### config.mk
export PLATFORM = sky130hd
export DESIGN_NAME = uart_tx_scheduler
export DESIGN_NICKNAME = d
export VERILOG_FILES = /design/src/rtl/uart_tx_scheduler.sv
export SDC_FILE = /design/constraint.sdc
export NUM_CORES = 1
export LEC_CHECK = 0
export BUFFER_PORTS_ARGS = -buffer_cell sky130_fd_sc_hd__buf_2
export CORE_MARGIN = 5
export CORE_UTILIZATION = 50
export CTS_CLUSTER_SIZE = 30
export DETAILED_ROUTE_END_ITERATION = 16
export PLACE_DENSITY = 0.79
export SLEW_MARGIN = 15
export SYNTH_ARGS = -nofsm -noshare
export SYNTH_HDL_FRONTEND = slang
export SYNTH_SLANG_ARGS = --single-unit
### constraint.sdc
create_clock -name clk -period 2.98 [get_ports clk]
set_clock_uncertainty 0.05 [all_clocks]
set_input_delay 0 -clock clk [delete_from_list [all_inputs] [get_ports clk]]
set_output_delay 0 -clock clk [all_outputs]
set_load 0.01 [all_outputs]
### src/rtl/uart_tx_scheduler.sv
// uart_tx_scheduler
//   Shares one uart_tx datapath among NUM_REQ byte requesters. A round-robin
//   arbiter picks a requester in IDLE. Its byte and the frame format are
//   latched at grant and then held until the frame is finished. Each frame is
//   sequenced as start pulse, wait for tx_done, completion pulse, and then a
//   fixed idle gap before the next arbitration.
//
//   Optional feature macro: UART_TX_SCHED_TIMEOUT_EN
//     defined   : a BUSY watchdog of TIMEOUT_CYC cycles pulses timeout_err and
//                 abandons the frame (no cpl), then runs the normal gap.
//     undefined : no watchdog, BUSY waits for tx_done indefinitely and
//                 timeout_err stays 0.
//
//   state | meaning
//   ------+------------------------------------------------------------------
//   IDLE  | arbitrate among req when enable=1
//   LOAD  | one cycle: gnt/tx_start pulses visible, byte and format latched
//   BUSY  | frame on the wire, waiting for tx_done (or watchdog expiry)
//   GAP   | GAP_CYCLES idle cycles before the next arbitration; the first
//         | GAP cycle carries the cpl (or timeout_err) pulse

module uart_tx_scheduler #(
   parameter int NUM_REQ     = 4,
   parameter int GAP_CYCLES  = 16,
   parameter int TIMEOUT_CYC = 4096
) (
   input  logic                   clk,
   input  logic                   reset_n,
   input  logic                   enable,
   input  logic [NUM_REQ-1:0]     req,
   input  logic [8*NUM_REQ-1:0]   req_data,
   input  logic [1:0]             cfg_data_bits,
   input  logic                   cfg_stop2,
   input  logic                   cfg_parity_en,
   input  logic                   cfg_parity_even,
   output logic [NUM_REQ-1:0]     gnt,
   output logic [NUM_REQ-1:0]     cpl,
   output logic                   busy,
   output logic [2:0]             owner,
   output logic [7:0]             tx_data,
   output logic [1:0]             tx_data_bit_num,
   output logic                   tx_stop_bit_num,
   output logic                   tx_parity_en,
   output logic                   tx_parity_type,
   output logic                   tx_start,
   input  logic                   tx_done,
   output logic                   timeout_err
);

   typedef enum logic [1:0] {
      S_IDLE = 2'd0,
      S_LOAD = 2'd1,
      S_BUSY = 2'd2,
      S_GAP  = 2'd3
   } state_t;

   // Gap counter is a down-counter loaded with GAP_CYCLES-1; width never drops to 0.
   localparam int GW = $clog2(GAP_CYCLES + 2);
   localparam logic [GW-1:0] GAP_LOAD = (GAP_CYCLES > 0) ? GW'(GAP_CYCLES - 1) : '0;

   state_t              state;
   logic [2:0]          last_grant;
   logic [GW-1:0]       gap_cnt;

   logic                win_found;
   logic [2:0]          win_idx;
   logic [7:0]          win_data;
   logic [NUM_REQ-1:0]  win_oh;
   logic [NUM_REQ-1:0]  owner_oh;
   logic                tmo_expire;

   // Round-robin search: first set req bit starting at last_grant+1, wrapping mod NUM_REQ.
   always_comb begin
      logic [3:0] pos;
      pos       = '0;
      win_found = 1'b0;
      win_idx   = last_grant;
      for (int off = 1; off <= NUM_REQ; off++) begin
         pos = {1'b0, last_grant} + 4'(off);
         if (pos >= 4'(NUM_REQ)) begin
            pos = pos - 4'(NUM_REQ);
         end
         for (int j = 0; j < NUM_REQ; j++) begin
            if (!win_found && req[j] && (pos[2:0] == 3'(j))) begin
               win_found = 1'b1;
               win_idx   = 3'(j);
            end
         end
      end
   end

   // Winner's byte and one-hot vectors for the grant and completion pulses.
   always_comb begin
      win_data = '0;
      win_oh   = '0;
      owner_oh = '0;
      for (int j = 0; j < NUM_REQ; j++) begin
         if (win_idx == 3'(j)) begin
            win_data  = req_data[8*j +: 8];
            win_oh[j] = 1'b1;
         end
         if (owner == 3'(j)) begin
            owner_oh[j] = 1'b1;
         end
      end
   end

`ifdef UART_TX_SCHED_TIMEOUT_EN
   localparam int TW = $clog2(TIMEOUT_CYC + 1);

   logic [TW-1:0] tmo_cnt;

   // BUSY watchdog: loaded in LOAD so BUSY cycle 1 holds TIMEOUT_CYC-1; terminal count 0 is BUSY cycle TIMEOUT_CYC.
   always_ff @(posedge clk or negedge reset_n) begin
      if (!reset_n) begin
         tmo_cnt <= '0;
      end else if (state == S_LOAD) begin
         tmo_cnt <= TW'(TIMEOUT_CYC - 1);
      end else if ((state == S_BUSY) && (tmo_cnt != '0)) begin
         tmo_cnt <= tmo_cnt - 1'b1;
      end
   end

   assign tmo_expire = (tmo_cnt == '0);
`else
   // Watchdog compiled out: TIMEOUT_CYC is a positive count, so this never expires.
   assign tmo_expire = (TIMEOUT_CYC < 0);
`endif

   // Scheduler FSM with all outputs registered; pulse outputs default low every cycle.
   always_ff @(posedge clk or negedge reset_n) begin
      if (!reset_n) begin
         state           <= S_IDLE;
         last_grant      <= 3'(NUM_REQ - 1);
         gap_cnt         <= '0;
         gnt             <= '0;
         cpl             <= '0;
         busy            <= 1'b0;
         owner           <= '0;
         tx_data         <= '0;
         tx_data_bit_num <= '0;
         tx_stop_bit_num <= 1'b0;
         tx_parity_en    <= 1'b0;
         tx_parity_type  <= 1'b0;
         tx_start        <= 1'b0;
         timeout_err     <= 1'b0;
      end else begin
         gnt         <= '0;
         cpl         <= '0;
         tx_start    <= 1'b0;
         timeout_err <= 1'b0;
         case (state)
            S_IDLE: begin
               if (enable && win_found) begin
                  state           <= S_LOAD;
                  gnt             <= win_oh;
                  tx_start        <= 1'b1;
                  busy            <= 1'b1;
                  owner           <= win_idx;
                  last_grant      <= win_idx;
                  tx_data         <= win_data;
                  tx_data_bit_num <= cfg_data_bits;
                  tx_stop_bit_num <= cfg_stop2;
                  tx_parity_en    <= cfg_parity_en;
                  tx_parity_type  <= cfg_parity_even;
               end
            end
            S_LOAD: begin
               state <= S_BUSY;
            end
            S_BUSY: begin
               // tx_done takes precedence over a watchdog expiry in the same cycle.
               if (tx_done) begin
                  cpl <= owner_oh;
               end else if (tmo_expire) begin
                  timeout_err <= 1'b1;
               end
               if (tx_done || tmo_expire) begin
                  if (GAP_CYCLES == 0) begin
                     state <= S_IDLE;
                     busy  <= 1'b0;
                  end else begin
                     state   <= S_GAP;
                     gap_cnt <= GAP_LOAD;
                  end
               end
            end
            S_GAP: begin
               if (gap_cnt == '0) begin
                  state <= S_IDLE;
                  busy  <= 1'b0;
               end else begin
                  gap_cnt <= gap_cnt - 1'b1;
               end
            end
            default: begin
               state <= S_IDLE;
               busy  <= 1'b0;
            end
         endcase
      end
   end

endmodule

==> results of run 1 <==
==> area by class of cell <==
| cell class | count | share of cell area [%] |
|---|---|---|
| multi-input cells | 156 | 40.1 |
| flip-flops and latches | 35 | 30.7 |
| repair buffers | 97 | 21.2 |
| inverters | 21 | 2.75 |
| clock buffers | 6 | 2.53 |
| well taps | 52 | 2.27 |
| clock inverters | 2 | 0.437 |
==> layer usage <==
metal  wire (um)  global-route usage [%]
met1        2250                    22.8
met2        3130                    35.5
met3         276                    4.02
met4         197                    9.27
met5           0                       0
==> cell usage after synthesis, types with 2 or more instances <==
cell       count
buf_6          2
inv_2          2
mux2i_1       11
dfstp_2        2
a21oi_1        8
o21a_1         2
inv_1         19
o21ai_0        2
buf_2          6
mux2_2         2
a32oi_1        2
nor2b_1        2
nor4_1         2
nand2b_1       5
nor3_1         3
a21o_1         2
dfrtp_1       33
nand3b_1       3
o221ai_2       4
buf_4          4
ha_1           7
o221ai_1       5
a2bb2oi_1      8
nand2_1       37
nor2_1        14
xnor2_1        2
==> cell families (layout without fill, tap and decap cells) <==
family	count (synthesis)	after routing	share of synthesized area [%]
AOI/OAI and AO/OA	51	51	21.5
xor gates and xnor gates	3	3	1.19
adders and majority gates	7	7	3.97
buffers and inverters	34	126	8.00
DFF	35	35	39.8
muxes	13	13	6.02
other	1	1	0.170
and+or+nand+nor	81	81	19.4
==> worst max path at each step <==
stage,start,slack (ps),depth (start not counted),to
floorplan,last_grant[1]$_DFFE_PN1P_,360,11,tx_data[3]$_DFFE_PN0P_
global route,last_grant[1]$_DFFE_PN1P_,20,11,tx_data[6]$_DFFE_PN0P_
CTS,last_grant[1]$_DFFE_PN1P_,250,10,tx_data[7]$_DFFE_PN0P_
detailed placement,last_grant[1]$_DFFE_PN1P_,280,10,tx_data[5]$_DFFE_PN0P_
finish,last_grant[1]$_DFFE_PN1P_,190,11,tx_data[6]$_DFFE_PN0P_
global placement,last_grant[1]$_DFFE_PN1P_,400,11,tx_data[6]$_DFFE_PN0P_
==> power by group <==
part           internal [mW]  switching, mW
logic                  0.674          0.856
clock network          0.163          0.166
registers              0.653          0.103
==> cell usage in the layout, fill, tap and decap left out, types with 2 or more instances in the layout <==
| cell type | instances |
|---|---|
| a2bb2oi_1 | 8 |
| nand2_1 | 37 |
| nor2b_1 | 2 |
| nor3_1 | 3 |
| o21a_1 | 2 |
| o21ai_0 | 2 |
| nor2_1 | 14 |
| a21oi_1 | 8 |
| o221ai_1 | 5 |
| inv_1 | 19 |
| dfrtp_1 | 33 |
| buf_2 | 70 |
| mux2i_1 | 11 |
| buf_4 | 5 |
| xnor2_1 | 2 |
| inv_2 | 2 |
| nand2b_1 | 5 |
| a21o_1 | 2 |
| dlygate4sd3_1 | 22 |
| mux2_2 | 2 |
| nor4_1 | 2 |
| dfstp_2 | 2 |
| clkbuf_8 | 5 |
| o221ai_2 | 4 |
| a32oi_1 | 2 |
| ha_1 | 7 |
| nand3b_1 | 3 |
==> registers in the layout, summed over array words and instances (netlist names), 2 cells and up <==
register         cells
tx_data              8
state                2
cpl                  4
tx_data_bit_num      2
owner                3
gap_cnt              5
last_grant           2
gnt                  4
==> per-stage QoR <==
step,hold slack [ps],setup WS (ps)
after global routing,58.3,18.7
final,31.3,191
after CTS,25.3,252
after detailed placement,69.9,276
after global placement,59.0,397
after floorplan,-346,363
==> worst register-to-register path, delay by kind of cell (launching register included) <==
kind | cells | cell delay, ps
AOI/OAI and AO/OA | 5 | 960
buffers and inverters | 2 | 370
DFF | 1 | 530
adders and majority gates | 1 | 290
and+or+nand+nor | 3 | 510
==> results.py, run 1 <==
metrics = {
    "status": {
        "status": "finished clean",
    },
    "worst_setup_path": {
        "startpoint_type": "register",
        "worstSetupPathType": "register to register",
        "path_cells": "nand2_1, inv_1, ha_1, a21boi_2, nand2_1, a311oi_2, a41oi_4, buf_4, nor2_2, a2bb2oi_1, o221ai_1",
        "crit_required_ps": 3120,
        "crit_arrival_ps": 2930,
        "crit_path_end_kind": "register",
        "r2r_end": "tx_data[6]$_DFFE_PN0P_",
        "rr_worst_depth": 11,
        "path_buf_inv": 2,
        "max_stage_delay_ps": 530,
        "crit_slowest_cell": "dfstp_2",
        "cp_top_family": "compound AO/OA/AOI/OAI gates",
        "cp_max_fo": 15,
        "regToRegSetupSlack_ps": 190,
        "r2r_start": "last_grant[1]$_DFFE_PN1P_",
        "critPathMostFrequentCell": "nand2_1",
    },
    "clock_network": {
        "hold_buffers": 22,
        "clockRootBuffer": "clkbuf_8",
        "cts_max_path_buffers": 2,
        "clock_latency_ps": 280,
        "post_cts_buffers": 0,
        "cts_sinks": 35,
        "cts_buffers": 5,
        "h-tree-depth": 2,
        "cts_resized": 0,
        "cts_tree": "done",
        "cts.clk_slew.worst_paths_ps": 70,
    },
    "sta": {
        "drv_slew": 0,
        "tns_ps": 0,
        "fmax_mhz": 359,
        "period_needed_ps": 2790,
        "report.final.setup_viol": 0,
        "max_slew_margin_pct": 49.3,
        "worst_slew_pin_slew_ps": 760,
        "rsz0062_at_grt": "no",
        "finalCritPeriodShare_pct": 93.6,
        "finalHoldViolCount": 0,
    },
    "pwr": {
        "power-per-cell-area_mw_per_mm2": 913,
        "irDropWorstVdd_mv": 0.515,
        "power_mw": 2.62,
        "leakage_nw": 1.48,
    },
    "detailed_routing": {
        "wl_mm": 5.86,
        "dr.pass1.iters": 5,
        "drt_iter0_drc": 109,
        "vias": 2069,
        "drc": 0,
        "wl_per_cell_um": 15.9,
        "postRouteAntennaNets": 0,
        "via_per_inst": 5.61,
    },
    "floorplanning": {
        "ios": 72,
        "die_h_um": 76.4,
        "die_w_um": 76.4,
        "start_util_pct": 51.0,
        "die_area_sq_mm": 0.00584,
        "rows": 24,
        "coreArea_sq_mm": 0.00432,
    },
    "synth": {
        "netlist_area_sq_mm": 0.00220,
        "synth_top_area_cell": "dfrtp_1",
        "synth_cell_types": 62,
        "synth_warnings": 0,
        "syn-instance-count": 225,
        "avgSynthCellArea_sq_um": 9.80,
        "syn_nets": 277,
        "synth_top_cells_by_area": "dfrtp_1 37%, nand2_1 6.3%, mux2i_1 5.0%",
        "synth_ff_type": "dfrtp_1",
        "synth-seq-cells": 35,
        "synth_top_area_share_pct": 37.5,
        "synthArstFlopShare_pct": 100,
        "seq_area_frac_synth_pct": 39.8,
        "synth_edf_count": 0,
    },
    "grt": {
        "grt-ovfl-total": 0,
        "grt_pass1_wl_mm": 9.56,
        "grt_usage_pct": 20.0,
        "grt_pass1_vias": 2083,
        "antenna_found_initial": 0,
        "grt_max_degree": 36,
    },
    "layout": {
        "drive_gt1_share_pct": 33.8,
        "n_antenna_cell": 0,
        "layout.cells.non_filler": 369,
        "multi_input_area_sq_mm": 0.00115,
        "seq_area_sq_um": 878,
        "design_area_sq_mm": 0.00287,
        "final_util_pct": 66.3,
        "fin_nets": 368,
        "num-fill-cells": 353,
        "area_growth_pct": 30.0,
    },
    "placement": {
        "hpwl_mm": 3.91,
        "placed_cell_area_sq_mm": 0.00256,
        "portBuffers": 70,
        "dpl.cell_count": 339,
        "globalplace.congestion": 0.934,
    },
    "min_path": {
        "hold_depth": 4,
        "hold_path_end": "owner[0]$_DFFE_PN0P_",
        "hold_class": "input port to register",
        "holdCritStartpoint": "enable",
    },
    "run": {
        "cap_violations": 0,
    },
}
(Power assumes the default switching activity.)
==> inputs of run 2 (changes only) <==
- CORE_UTILIZATION: 50 -> 46
- PLACE_DENSITY: 0.79 -> 0.76
- clock period: 2.98 -> 2.4 ns (I/O delays scaled with it)
==> run 2 against run 1 <==
  * Critical endpoint is now tx_data[2]$_DFFE_PN0P_
  * The run now ends with setup timing left
  * Critical path depth is the same
  * Flip-flop and latch count unchanged
  * Non-clock buffer count grew 12
==> results.py, run 2 (synthesis gave the netlist of run 1 again) <==
metrics = {
    "status": {
        "status": "finished with violations",
        "violations": "setup timing",
    },
    "layout": {
        "area_growth_pct": 42.6,
        "n_antenna_cell": 0,
        "num-fill-cells": 359,
        "layout_common_cells": "70 x buf_2, 35 x nand2_1, 33 x dfrtp_1",
        "drive_gt1_share_pct": 41.6,
        "final_common_cell": "buf_2",
        "layout.cells.non_filler": 383,
        "fin_nets": 380,
        "largestRegisters": "tx_data (8), gap_cnt (5)",
        "regMostFlops": "tx_data",
        "largest_reg_flops": 8,
    },
    "pwr": {
        "irDropWorstVdd_mv": 0.713,
        "leakage_nw": 1.57,
        "power-per-cell-area_mw_per_mm2": 1240,
        "power_mw": 3.91,
    },
    "grt": {
        "antenna_found_initial": 0,
        "grt_pass1_vias": 1995,
        "grt_max_degree": 36,
        "grt-ovfl-total": 0,
        "grt_pass1_wl_mm": 9.44,
        "grt_usage_pct": 19.1,
    },
    "worst_setup_path": {
        "cp_max_fo": 8,
        "crit_required_ps": 2490,
        "worstSetupPathType": "register to register",
        "r2r_end": "tx_data[2]$_DFFE_PN0P_",
        "cp-endpoint": "tx_data[2]$_DFFE_PN0P_",
        "crit_path_end_kind": "register",
        "regToRegSetupSlack_ps": -30,
        "rr_worst_depth": 11,
        "crit_arrival_ps": 2520,
        "startpoint_type": "register",
        "setup.worst_path.start": "last_grant[1]$_DFFE_PN1P_",
        "r2r_start": "last_grant[1]$_DFFE_PN1P_",
    },
    "detailed_routing": {
        "wl_per_cell_um": 16.5,
        "via_per_inst": 5.44,
        "postRouteAntennaNets": 0,
        "drt_iter0_drc": 99,
        "dr.pass1.iters": 5,
        "vias": 2083,
        "drc": 0,
        "wl_mm": 6.31,
    },
    "placement": {
        "dpl.cell_count": 349,
        "globalplace.congestion": 0.868,
        "portBuffers": 70,
        "hpwl_mm": 4.05,
        "place_ws_ps": -23.5,
    },
    "sta": {
        "finalHoldViolCount": 0,
        "fmax_mhz": 412,
        "tns_ps": -39.8,
        "max_slew_margin_pct": 48.8,
        "holdWs_ps": 62.5,
        "rsz0062_at_grt": "yes",
        "report.final.setup_viol": 3,
        "worst_slew_pin_slew_ps": 768,
        "period_needed_ps": 2430,
        "setup_slack_ps": -27.0,
        "finalCritPeriodShare_pct": 101,
        "drv_slew": 0,
    },
    "floorplanning": {
        "ios": 72,
        "die_area_sq_mm": 0.00628,
        "die_w_um": 79.2,
        "start_util_pct": 47.0,
        "coreArea_sq_mm": 0.00469,
        "rows": 25,
        "die_h_um": 79.2,
    },
    "clock_network": {
        "cts_max_path_buffers": 2,
        "cts_sinks": 35,
        "cts_buffers": 5,
        "clock_latency_ps": 270,
        "cts.clk_slew.worst_paths_ps": 70,
        "h-tree-depth": 2,
        "clockRootBuffer": "clkbuf_8",
        "cts_tree": "done",
    },
    "run": {
        "cap_violations": 0,
    },
    "min_path": {
        "hold_class": "input port to register",
    },
}
run 2: what timing repair did:
item,CTS,global route
resized for setup,0,25
setup buffers,1,2
hold buffers,22,0
setup endpoints to repair,8,13
pin swaps,2,6
gates cloned,0,1
hold endpoints to repair,46,0
run 2: final cells by class:
| type | count | area (sq um) | area share [%] |
|---|---|---|---|
| clock buffer | 7 | 76.3 | 2.43 |
| clock inverter | 1 | 5.00 | 0.159 |
| inverter | 21 | 83.8 | 2.67 |
| multi-input combinational | 156 | 1290 | 41.1 |
| sequential | 35 | 878 | 27.9 |
| tap | 54 | 67.6 | 2.15 |
| timing repair buffer | 109 | 739 | 23.5 |
run 2: how the worst min path moves through the flow:
stage | from | end | slack [ps] | cells past startpoint
after detailed placement | reset_n | gap_cnt[1]$_DFFE_PN0P_ | 70 | 1
after floorplan | reset_n | busy$_DFFE_PN0P_ | -350 | 0
final | tx_done | cpl[0]$_DFF_PN0_ | 60 | 3
after global placement | reset_n | gap_cnt[1]$_DFFE_PN0P_ | 70 | 1
after global routing | enable | state[0]$_DFFE_PN0P_ | 90 | 3
after CTS | tx_done | cpl[0]$_DFF_PN0_ | 60 | 3
run 2: power breakdown:
group	switching (mW)	internal (mW)
clock	0.201	0.204
sequential	0.141	0.812
combinational	1.30	1.25
run 2: metrics by stage:
step	util [%]	area, sq um
after floorplan	-	2250
after global placement	57.0	2670
after detailed placement	57.0	2670
after CTS	63.6	2980
after global routing	67.0	3140
final	67.0	3140
run 2: per-layer routing:
| layer | vias up | GRT usage [%] | share of wire, % |
|---|---|---|---|
| met3 | 10 | 4.54 | 5.4 |
| met5 | - | 0 | 0 |
| met1 | 1004 | 24.5 | 40 |
| met4 | 0 | 6.87 | 1.7 |
| met2 | 73 | 31.4 | 53 |
| li1 | 996 | - | - |
run 2: critical path, stage by stage (launching register included):
cell and delay [ps]:
dfstp_2 570, nand2_4 70, inv_4 60, ha_4 200
a21boi_4 210, nand2_2 90, a311oi_4 300, a41oi_4 80
buf_12 190, mux2i_1 160, a2bb2oi_1 170, o221ai_1 130
